### src/rtl/mmul_pkg.sv
// Shared constants for the modular-multiplier C operand register.
// Op codes, FSM state encoding and default operand geometry.
package mmul_pkg;

  localparam int MMUL_DW = 256;
  localparam int MMUL_WW = 16;

  localparam logic [2:0] MMUL_OP_NOP  = 3'd0;
  localparam logic [2:0] MMUL_OP_CLR  = 3'd1;
  localparam logic [2:0] MMUL_OP_LOAD = 3'd2;
  localparam logic [2:0] MMUL_OP_READ = 3'd3;
  localparam logic [2:0] MMUL_OP_ROT  = 3'd4;
  localparam logic [2:0] MMUL_OP_SHL  = 3'd5;

  typedef enum logic [1:0] {
    ST_IDLE,
    ST_LOAD,
    ST_READ,
    ST_SHL
  } mmul_state_e;

  typedef enum logic [2:0] {
    CORE_HOLD,
    CORE_CLR,
    CORE_ROT,
    CORE_LOAD,
    CORE_SHL
  } mmul_core_op_e;

endpackage

### src/rtl/mmul_reg_core.sv
// (DW+1)-bit C operand storage: right-by-WW rotate / shift-in and left-by-1.
// Zero flag is built only when MMUL_REG_C_ZDET_EN is defined.
module mmul_reg_core
  import mmul_pkg::*;
#(
  parameter int DW = MMUL_DW,
  parameter int WW = MMUL_WW
) (
  input  logic          clk,
  input  logic          rst,
  input  mmul_core_op_e op,
  input  logic [WW-1:0] in_word,
  output logic [DW:0]   r,
  output logic          zero
);

  logic [DW:0] r_nx;

  always_comb begin
    r_nx = r;
    unique case (op)
      CORE_CLR:  r_nx = '0;
      CORE_ROT:  r_nx = {r[DW], r[WW-1:0], r[DW-1:WW]};
      CORE_LOAD: r_nx = {1'b0, in_word, r[DW-1:WW]};
      CORE_SHL:  r_nx = {r[DW-1:0], 1'b0};
      default:   r_nx = r;
    endcase
  end

  always_ff @(posedge clk) begin
    if (rst) r <= '0;
    else     r <= r_nx;
  end

`ifdef MMUL_REG_C_ZDET_EN
  always_ff @(posedge clk) begin
    if (rst) zero <= 1'b1;
    else     zero <= (r_nx == '0);
  end
`else
  assign zero = 1'b0;
`endif

endmodule

### src/rtl/mmul_reg_c_seq.sv
// Sequenced C operand register: word-serial load/readout, multi-bit SHL.
// Optional zero flag enabled by MMUL_REG_C_ZDET_EN.
module mmul_reg_c_seq
  import mmul_pkg::*;
#(
  parameter  int DW = MMUL_DW,
  parameter  int WW = MMUL_WW,
  localparam int NW = DW / WW,
  parameter  int CW = $clog2(DW + 1)
) (
  input  logic          clk,
  input  logic          rst,
  input  logic          cmd_valid,
  output logic          cmd_ready,
  input  logic [2:0]    cmd_op,
  input  logic [CW-1:0] cmd_arg,
  input  logic [WW-1:0] in_word,
  input  logic          in_valid,
  output logic          in_ready,
  output logic [WW-1:0] out_word,
  output logic          out_valid,
  input  logic          out_ready,
  output logic          b_top,
  output logic [DW:0]   reg_full,
  output logic          done,
  output logic          reg_zero
);

  // One spare bit so the saturated DW+1 shift count always fits.
  localparam int KW = CW + 1;

  mmul_state_e   st, st_nx;
  mmul_core_op_e cop;
  logic [KW-1:0] cnt, cnt_nx, arg_sat;
  logic          done_nx, last_w;
  logic [DW:0]   r;

  assign arg_sat = (cmd_arg > CW'(DW)) ? KW'(DW + 1)
                                       : KW'(cmd_arg);
  assign last_w  = (cnt == KW'(NW - 1));

  always_ff @(posedge clk) begin
    if (rst) begin
      st   <= ST_IDLE;
      cnt  <= '0;
      done <= 1'b0;
    end else begin
      st   <= st_nx;
      cnt  <= cnt_nx;
      done <= done_nx;
    end
  end

  always_comb begin
    st_nx   = st;
    cnt_nx  = cnt;
    done_nx = 1'b0;
    unique case (st)
      ST_IDLE: begin
        if (cmd_valid) begin
          done_nx = 1'b1;
          case (cmd_op)
            MMUL_OP_LOAD: begin
              st_nx   = ST_LOAD;
              cnt_nx  = '0;
              done_nx = 1'b0;
            end
            MMUL_OP_READ: begin
              st_nx   = ST_READ;
              cnt_nx  = '0;
              done_nx = 1'b0;
            end
            MMUL_OP_SHL: begin
              cnt_nx = arg_sat;
              if (arg_sat != '0) begin
                st_nx   = ST_SHL;
                done_nx = 1'b0;
              end
            end
            default: ;
          endcase
        end
      end
      ST_LOAD: begin
        if (in_valid) begin
          cnt_nx = cnt + 1'b1;
          if (last_w) begin
            st_nx   = ST_IDLE;
            done_nx = 1'b1;
          end
        end
      end
      ST_READ: begin
        if (out_ready) begin
          cnt_nx = cnt + 1'b1;
          if (last_w) begin
            st_nx   = ST_IDLE;
            done_nx = 1'b1;
          end
        end
      end
      ST_SHL: begin
        cnt_nx = cnt - 1'b1;
        if (cnt == KW'(1)) begin
          st_nx   = ST_IDLE;
          done_nx = 1'b1;
        end
      end
      default: st_nx = ST_IDLE;
    endcase
  end

  always_comb begin
    cmd_ready = 1'b0;
    in_ready  = 1'b0;
    out_valid = 1'b0;
    cop       = CORE_HOLD;
    unique case (1'b1)
      (st == ST_IDLE): begin
        cmd_ready = 1'b1;
        if (cmd_valid && cmd_op == MMUL_OP_CLR)
          cop = CORE_CLR;
        else if (cmd_valid && cmd_op == MMUL_OP_ROT)
          cop = CORE_ROT;
      end
      (st == ST_LOAD): begin
        in_ready = 1'b1;
        if (in_valid) cop = CORE_LOAD;
      end
      (st == ST_READ): begin
        out_valid = 1'b1;
        if (out_ready) cop = CORE_ROT;
      end
      (st == ST_SHL): cop = CORE_SHL;
      default: ;
    endcase
  end

  mmul_reg_core #(
    .DW (DW),
    .WW (WW)
  ) u_core (
    .clk     (clk),
    .rst     (rst),
    .op      (cop),
    .in_word (in_word),
    .r       (r),
    .zero    (reg_zero)
  );

  assign out_word = r[WW-1:0];
  assign b_top    = r[DW];
  assign reg_full = r;

endmodule

### config.mk
export PLATFORM = sky130hd
export DESIGN_NAME = mmul_reg_c_seq
export DESIGN_NICKNAME = d
export VERILOG_FILES = /design/src/rtl/mmul_pkg.sv /design/src/rtl/mmul_reg_core.sv /design/src/rtl/mmul_reg_c_seq.sv
export SDC_FILE = /design/constraint.sdc
export NUM_CORES = 1
export LEC_CHECK = 0
export BUFFER_PORTS_ARGS = -buffer_cell sky130_fd_sc_hd__buf_2
export CAP_MARGIN = 20
export CORE_MARGIN = 2
export CORE_UTILIZATION = 29
export CTS_CLUSTER_DIAMETER = 100
export CTS_CLUSTER_SIZE = 14
export DETAILED_ROUTE_END_ITERATION = 8
export GPL_TIMING_DRIVEN = 0
export PLACE_DENSITY_LB_ADDON = 0.15
export SLEW_MARGIN = 25
export SYNTH_ARGS = -nofsm -noshare
export SYNTH_HDL_FRONTEND = slang
export SYNTH_HIERARCHICAL = 1
export SYNTH_SLANG_ARGS = --single-unit
### constraint.sdc
create_clock -name clk -period 2.3 [get_ports clk]
set_input_delay 0.23 -clock clk [delete_from_list [all_inputs] [get_ports clk]]
set_output_delay 0.23 -clock clk [all_outputs]
set_load 0.03 [all_outputs]
==> results of run 1 <==
## cell type report
class                   count  area share
clock buffers              24      0.0382
multi-input cells         913       0.373
plain buffers             165      0.0770
inverters                   8     0.00195
clock inverters             1    0.000568
well taps                 532      0.0432
flip-flops and latches    270       0.351
repair buffers            333       0.115
## synth_stat cells, drive strengths merged (2+ instances only)
cell	n	area [µm²]
a211oi	3	22.5
a21oi	246	1230
a221o	17	170
a221oi	3	26.3
a22oi	246	1850
a31oi	3	18.8
and3	2	13.8
buf	70	413
clkbuf	98	368
dfxtp	270	5410
ha	7	87.6
inv	8	30.0
mux2i	18	180
nand2	14	52.6
nand2b	5	31.3
nand3	9	45.0
nand4	2	12.5
nand4b	3	41.3
nor2	23	86.3
nor3	12	104
nor3b	2	20.0
nor4	4	31.3
o211ai	3	22.5
o21a	3	23.8
o21ai	255	1280
o311ai	3	26.3
o31ai	2	15.0
or3	2	17.5
or3b	3	28.8
## final timing paths
kind                start            end
max                 st[1]  u_core/r[250]
min           in_word[14]  u_core/r[254]
max reg2reg         st[1]  u_core/r[250]
min reg2reg  u_core/r[16]    u_core/r[0]
## sequential cells by signal, summed over array words and instances, names as in the netlist
signal	flops
u_core/r	257
cnt	10
st	2
done	1
## routing by layer
metal / GRT usage / vias to the layer above
met4: 0.0490 / 0
met3: 0.0413 / 64
met5: 0 / -
met1: 0.310 / 6215
met2: 0.338 / 532
li1: - / 5896
## power breakdown
| part | total (W) | switching [W] | internal (W) |
|---|---|---|---|
| clock | 0.00364 | 0.00183 | 0.00181 |
| sequential | 0.00481 | 0.0000789 | 0.00473 |
| combinational | 0.00464 | 0.00298 | 0.00166 |
## critical path: stages, from the launching register on
cell and delay, ns:
dfxtp_2 0.35, inv_2 0.06, ha_1 0.21, nand2_2 0.11, o41ai_2 0.08, buf_4 0.14
buf_4 0.14, o21a_4 0.25, o21ba_4 0.26, buf_4 0.17, a221o_1 0.29
## stage by stage
step                      instances  worst slack [ns]  TNS [ns]  utilization
after global placement         2201            -0.515   -103.29        0.347
after detailed placement       2201            -0.530   -101.08        0.347
final                          2246            0.0988         0        0.379
after global routing           2246           -0.0118   -0.0282        0.379
after floorplan                1359            0.0112         0            -
after CTS                      2244            0.0253         0        0.376
## repair_timing
action | CTS | global route
pin swaps | 3 | 5
hold buffers | 6 | 0
cloned | 2 | 0
endpoints found under the setup margin | 256 | 234
buffers inserted | 13 | 2
gates resized for setup | 143 | 79
endpoints found under the hold margin | 6 | 0
## kinds of logic after synthesis
family,Yosys count,synth area share
buffers and inverters,176,0.0683
flip-flops,270,0.455
AO/OA/AOI/OAI,798,0.406
adder cells (fa/ha/maj),7,0.00737
XOR/XNOR,2,0.00148
multiplexers,18,0.0152
AND/OR/NAND/NOR,87,0.0460
other,1,0.000316
==> qor.txt, run 1 <==
Outcome: completed
Worst-path clk slew: 0.07 ns
Initial antenna violation count: 2
Full die area: 0.0426 mm²
Post-synthesis cell count: 1,359
Fmax: 454 MHz
Placed inst area: 0.0141 mm²
First-pass GRT wire length: 72,200 µm
Antenna diodes: 0
Drt initial violations: 1,230
Area Growth Syn to Fin: 29.8%
CP Launch Type: register
Syn nets: 1,399
Critical Path RT: 2.72 ns
Top layer in use: met4
Asr flop ratio synth: 0
CTS Buf Count: 23
Post-synthesis sequential area ratio: 0.455
GRT Residual Overflow: 0
Number of library cell types mapped by synthesis: 65
Clk_lat worst skew: 0.53 ns
Longest Clk Path Bufs: 3
Max-slew headroom: 0.508
Power per cell area: 849 mW/mm²
Worst-Margin Slew: 0.738 ns
Crit path time final: 2.20 ns
Core box area: 0.0406 mm²
Worst r2r path cells: 10
Placer congestion estimate: 0.839
DP HPWL: 34,700 µm
Total iterations of the first detailed-routing run: 5
Flop and latch count out of synthesis: 270
EDFF count, synth: 0
Hold Crit Depth: 4
Reg-to-reg slack, setup: 0.1 ns
RSZ-0062 raised after global routing: yes
TritonCTS clock tree: built
MaxCap Viol Count: 0
Final Max Tran Viols: 0
DIE WIDTH: 206 µm
# setup viols final: 0
Commonest non-fill, non-tap cell in the layout: buf_2
VDD IR max: 433 µV
Total GRT Usage: 0.217
H-tree depth: 1
Hold Path Class: input port to register
Port bufs: 310
Clock skew: 0.0139 ns
Main synth FF type: dfxtp_1
Endpoint class of the critical path: register
Met1 WL: 21,800 µm
Detailed Route WL: 48,800 µm
Final Hold Fails: 0
Footprint of the multi-input gates: 0.00575 mm²
Clock sink count: 270
Leak: 5.92 nW
Critical path data arrival time: 2.62 ns
Cell Rows: 74
WL met2: 21,900 µm
Crit-path max FO: 10
NumNets Final: 1,754
Vias per cell: 5.66
Cell Area, Synth: 0.0119 mm²
Die Y: 206 µm
Register area: 0.00541 mm²
Synth warnings: 6
Design area: 0.0154 mm²
Met3 routed WL: 4010 µm
Number of global-route vias before repair: 11.6k
Vias: 12.7k
Ports: 312
Fin Hold WS: 0.0470 ns
Crit Path Class: register to register
Largest net degree at the start of global routing: 16
ANT nets after route: 0
Starting Density: 0.292
Most frequent cells in the layout: 332 x buf_2, 268 x dfxtp_1, 246 x a21oi_1
Share of cells above drive strength 1: 0.305
Syn Area/Cell: 8.74 µm²
Final period utilization: 0.957
# DRC: 0
Root Driver: clkbuf_16
Routed length per instance: 21.7 µm
Total power: 0.0131 W
Fill cells: 4,257
Power figures use the tool's default switching activity.
==> run 2: changes to the inputs <==
--- a/config.mk
+++ b/config.mk
@@ -9,11 +9,13 @@
 export CAP_MARGIN = 20
 export CORE_MARGIN = 2
 export CORE_UTILIZATION = 29
+export CTS_BUF_LIST = sky130_fd_sc_hd__clkbuf_8
 export CTS_CLUSTER_DIAMETER = 100
 export CTS_CLUSTER_SIZE = 14
 export DETAILED_ROUTE_END_ITERATION = 8
 export GPL_TIMING_DRIVEN = 0
 export PLACE_DENSITY_LB_ADDON = 0.15
+export SETUP_SLACK_MARGIN = 0.2
 export SLEW_MARGIN = 25
 export SYNTH_ARGS = -nofsm -noshare
 export SYNTH_HDL_FRONTEND = slang
==> qor.txt, run 2 (synthesized netlist as in run 1, its figures left out) <==
Worst r2r path cells: 12
Crit path time final: 2.24 ns
Final period utilization: 0.975
Hold Path Class: input port to register
# DRC: 0
Final Max Tran Viols: 0
Setup tns final: 0 ns
Ports: 312
Post-Layout Cell Count: 2,288
WHS Endpoint: u_core/r[242]
Power per cell area: 833 mW/mm²
Leak: 6.20 nW
Biggest regs: u_core/r: 257 flops, cnt: 10 flops, st: 2 flops
MaxCap Viol Count: 0
Share of cells above drive strength 1: 0.376
Hold Crit Depth: 4
GRT Residual Overflow: 0
Clock sink count: 270
Largest net degree at the start of global routing: 16
Endpoint class of the critical path: register
Max reg flops: 257
Commonest non-fill, non-tap cell in the layout: buf_2
# setup viols final: 0
First-pass GRT wire length: 71,900 µm
Cell Rows: 74
Final Hold Fails: 0
Critical path data arrival time: 2.72 ns
Reg-to-reg slack, setup: 0.06 ns
Area Growth Syn to Fin: 39.6%
VDD IR max: 337 µV
R2R Path End: u_core/r[249]
Total GRT Usage: 0.215
Vias: 12.7k
Drt initial violations: 1,000
ANT nets after route: 0
Port bufs: 310
Placed cells: 2,201
Full die area: 0.0426 mm²
CTS Buf Count: 23
Vias per cell: 5.57
Crit-path max FO: 8
TritonCTS clock tree: built
Most flops, register: u_core/r
Fill cells: 4,130
Root Driver: clkbuf_8
RSZ-0062 raised after global routing: yes
Placer congestion estimate: 0.830
Antenna diodes: 0
NumNets Final: 1,795
Dpl ws: -0.401 ns
Worst-Margin Slew: 0.799 ns
H-tree depth: 1
Fmax: 446 MHz
Clk_lat worst skew: 0.58 ns
Most frequent cells in the layout: 320 x buf_2, 268 x dfxtp_1, 230 x a21oi_1
Core box area: 0.0406 mm²
CP Launch Type: register
Critical Path RT: 2.78 ns
Starting Density: 0.292
Total iterations of the first detailed-routing run: 5
Post-layout util: 0.408
Number of global-route vias before repair: 11.9k
Longest Clk Path Bufs: 3
Initial antenna violation count: 0
DP HPWL: 33,800 µm
R2R Path Start: st[1]
DIE WIDTH: 206 µm
Max-slew headroom: 0.467
Worst-path clk slew: 0.10 ns
Routed length per instance: 21.3 µm
Die Y: 206 µm
Clock skew: 0.0151 ns
Crit Path Class: register to register
Hold path start: in_word[2]
Fin worst setup slack: 0.0578 ns
Detailed Route WL: 48,600 µm
Outcome: completed
-- run 2: worst max path at each step --
stage / from / endpoint / slack (ns) / depth (start not counted)
3_5_place_dp: st[0] / u_core/r[165] / -0.40 / 11
2_1_floorplan: st[1] / u_core/r[240] / 0.12 / 11
4_1_cts: st[0] / u_core/r[249] / 0.06 / 12
6_report: st[1] / u_core/r[249] / 0.06 / 12
3_3_place_gp: st[0] / u_core/r[144] / -0.43 / 11
5_1_grt: st[1] / u_core/r[241] / -0.008 / 12
-- run 2: area by class of cell --
cell class                 instances  area, µm²  share of cell area
sequential                       270       5410               0.326
timing repair buffer             372       2350               0.142
clock buffer                      23        317              0.0191
buffer                           167       1550              0.0934
tap                              532        666              0.0401
inverter                           8       35.0             0.00211
clock inverter                     3       22.5             0.00136
multi-input combinational        913       6230               0.376
-- run 2: routing by layer --
metal / vias to the layer above / share of wire / track usage
met3: 68 / 0.066 / 0.0421
met4: 0 / 0.021 / 0.0515
met2: 435 / 0.46 / 0.343
met5: - / 0 / 0
li1: 5981 / - / -
met1: 6262 / 0.45 / 0.298
-- run 2: critical path, stage by stage (launching register included) --
cell and delay, ns:
dfxtp_4 0.37, inv_4 0.07, ha_4 0.15, buf_8 0.10, nand2_4 0.05, o311ai_4 0.26, buf_6 0.18, nor3_4 0.05
buf_6 0.14, o21ba_1 0.19, clkbuf_8 0.16, buf_4 0.15, a221o_1 0.28
-- run 2: metrics by stage --
step	cell area (µm²)	hold slack, ns	power, W
after floorplan	12200	0.361	0.00780
after global placement	14400	0.479	0.00891
after detailed placement	14400	0.483	0.00892
after CTS	15900	0.00131	0.0132
after global routing	16600	0.0214	0.0144
final	16600	0.0417	0.0138
-- run 2: what timing repair did --
item | CTS | global route
gates resized for setup | 208 | 225
cloned | 20 | 3
buffers inserted | 19 | 8
hold buffers | 12 | 0
hold endpoints to repair | 12 | 0
pin swaps | 52 | 72
endpoints found under the setup margin | 258 | 258
-- run 2: report_power, final --
part | switching, W | internal (W)
clock network | 0.00168 | 0.000913
registers | 0.0000843 | 0.00474
logic | 0.00355 | 0.00285
total | 0.00532 | 0.00850
==> run 3: changes to the inputs <==
--- a/config.mk
+++ b/config.mk
@@ -15,6 +15,7 @@
 export DETAILED_ROUTE_END_ITERATION = 8
 export GPL_TIMING_DRIVEN = 0
 export PLACE_DENSITY_LB_ADDON = 0.15
+export RECOVER_POWER = 50
 export SETUP_SLACK_MARGIN = 0.2
 export SLEW_MARGIN = 25
 export SYNTH_ARGS = -nofsm -noshare
==> constraint.sdc (replaced) <==
create_clock -name clk -period 2.47 [get_ports clk]
set_input_delay 0.247 -clock clk [delete_from_list [all_inputs] [get_ports clk]]
set_output_delay 0.247 -clock clk [all_outputs]
set_load 0.03 [all_outputs]
==> qor.txt, run 3 (synthesized netlist as in run 1, its figures left out) <==
Drt initial violations: 1,158
Max-slew headroom: 0.506
Die Y: 206 µm
Final Max Tran Viols: 0
Core box area: 0.0406 mm²
GRT Residual Overflow: 0
Vias per cell: 5.62
H-tree depth: 1
Full die area: 0.0426 mm²
RSZ-0062 raised after global routing: yes
Footprint of the multi-input gates: 0.00580 mm²
Fmax: 446 MHz
Critical Path RT: 2.96 ns
Crit path time final: 2.24 ns
DIE WIDTH: 206 µm
Cell Chain, Critical Path: inv_2 -> ha_4 -> buf_8 -> nand2_4 -> o311ai_4 -> buf_6 -> o21a_4 -> buf_6 -> buf_2 -> o21ai_0 -> a21oi_1
Cell Rows: 74
Power per cell area: 752 mW/mm²
Largest net degree at the start of global routing: 16
Total iterations of the first detailed-routing run: 6
CTS Buf Count: 23
Comb pwr share: 0.388
Port bufs: 310
Longest Clk Path Bufs: 3
Biggest regs: u_core/r: 257 flops, cnt: 10 flops, st: 2 flops
Clock sink count: 270
Max reg flops: 257
Placer congestion estimate: 0.860
Routed length per instance: 21.5 µm
NumNets Final: 1,759
Sw Share: 0.392
ANT nets after route: 0
Clock power share: 0.212
Crit-path slowest cell: dfxtp_2
Flop pwr share: 0.400
Vias: 12.7k
Crit Path Class: register to register
CP Launch Type: register
Buf+Inv Stages, Crit Path: 5
Antenna diodes: 0
VDD IR max: 297 µV
First-pass GRT wire length: 72,000 µm
Outcome: completed
Fin Hold WS: 0.0631 ns
TritonCTS clock tree: built
Switch Pwr: 0.00439 W
Number of global-route vias before repair: 11.8k
Register area: 0.00541 mm²
Fill cells: 4,404
DP HPWL: 34,800 µm
Initial antenna violation count: 1
Commonest non-fill, non-tap cell in the layout: clkbuf_1
MaxCap Viol Count: 0
# setup viols final: 0
Crit-path max FO: 10
Critical path data arrival time: 2.73 ns
Most flops, register: u_core/r
Share of cells above drive strength 1: 0.145
Hold Path Class: input port to register
Starting Density: 0.292
Ports: 312
Most frequent cells in the layout: 309 x clkbuf_1, 268 x dfxtp_1, 250 x o21ai_0
Post-layout util: 0.366
Total GRT Usage: 0.217
Clk_lat worst skew: 0.58 ns
Endpoint class of the critical path: register
Area Growth Syn to Fin: 25.3%
Clock skew: 0.0292 ns
Critical Path Max Stage Delay: 0.35 ns
Setup tns final: 0 ns
Internal power: 0.00681 W
Final period utilization: 0.907
# DRC: 0
Delay-heaviest family, CP: compound AO/OA/AOI/OAI gates
Root Driver: clkbuf_8
Final Hold Fails: 0
Worst-path clk slew: 0.09 ns
Leak: 4.60 nW
Most used cell, CP: buf_6
Worst-Margin Slew: 0.742 ns
Detailed Route WL: 48,400 µm
[run 3: cell count changes in the layout (fill, tap and decap cells not counted), moves of 72 or more]
cell / delta
clkbuf_1: +279
buf_2: -267
o21ai_0: +95
o21ai_1: -79
a22oi_1: +72
a22oi_2: -72
[run 3: worst paths after layout]
| check | from | endpoint | slack, ns | cells after the start |
|---|---|---|---|---|
| setup / recovery | st[1] | u_core/r[202] | 0.23 | 11 |
| hold / removal | in_word[12] | u_core/r[252] | 0.06 | 4 |
| setup reg to reg | st[1] | u_core/r[202] | 0.23 | 11 |
| hold reg to reg | u_core/r[182] | u_core/r[182] | 0.53 | 2 |
[run 3: metal layers]
| metal | GRT usage | vias to the layer above | routed length [µm] |
|---|---|---|---|
| li1 | - | 5901 | - |
| met2 | 0.342 | 510 | 22000 |
| met5 | 0 | - | 0 |
| met1 | 0.301 | 6189 | 21500 |
| met4 | 0.0520 | 0 | 869 |
| met3 | 0.0456 | 51 | 4000 |
[run 3: cell type report]
| cell class | count | area share |
|---|---|---|
| inverters | 8 | 0.00202 |
| clock buffers | 23 | 0.0213 |
| flip-flops and latches | 270 | 0.363 |
| multi-input cells | 913 | 0.390 |
| repair buffers | 335 | 0.0967 |
| well taps | 532 | 0.0447 |
| clock inverters | 2 | 0.000925 |
| plain buffers | 168 | 0.0816 |
[run 3: power groups by stage]
stage          clock network [W]  registers (W)  logic (W)
2_1_floorplan                  0        0.00458    0.00237
4_1_cts                  0.00251        0.00447    0.00401
5_1_grt                  0.00264        0.00448    0.00465
3_3_place_gp                   0        0.00457    0.00344
3_5_place_dp                   0        0.00458    0.00343
6_report                 0.00238        0.00447    0.00435
[run 3: stage by stage]
stage               power [W]  worst slack, ns  instance area [µm²]  cells
global placement      0.00801           -0.329                14200   2201
detailed placement    0.00801           -0.314                14200   2201
floorplan             0.00695            0.223                11900   1359
finish                 0.0112            0.229                14900   2251
global route           0.0118            0.171                14900   2251
CTS                    0.0110            0.175                15000   2247
[run 3: worst min-delay path, cell delays in order]
cell and delay, ns:
buf_2 0.07, mux2i_1 0.06, nor2_1 0.10, a221o_1 0.12
[run 3: timing repair]
item	in CTS	in global routing
setup buffers	9	4
gates resized for setup	137	98
pin swaps	6	13
hold buffers	11	0
setup endpoints to repair	257	257
gates cloned	1	0
endpoints found under the hold margin	11	0
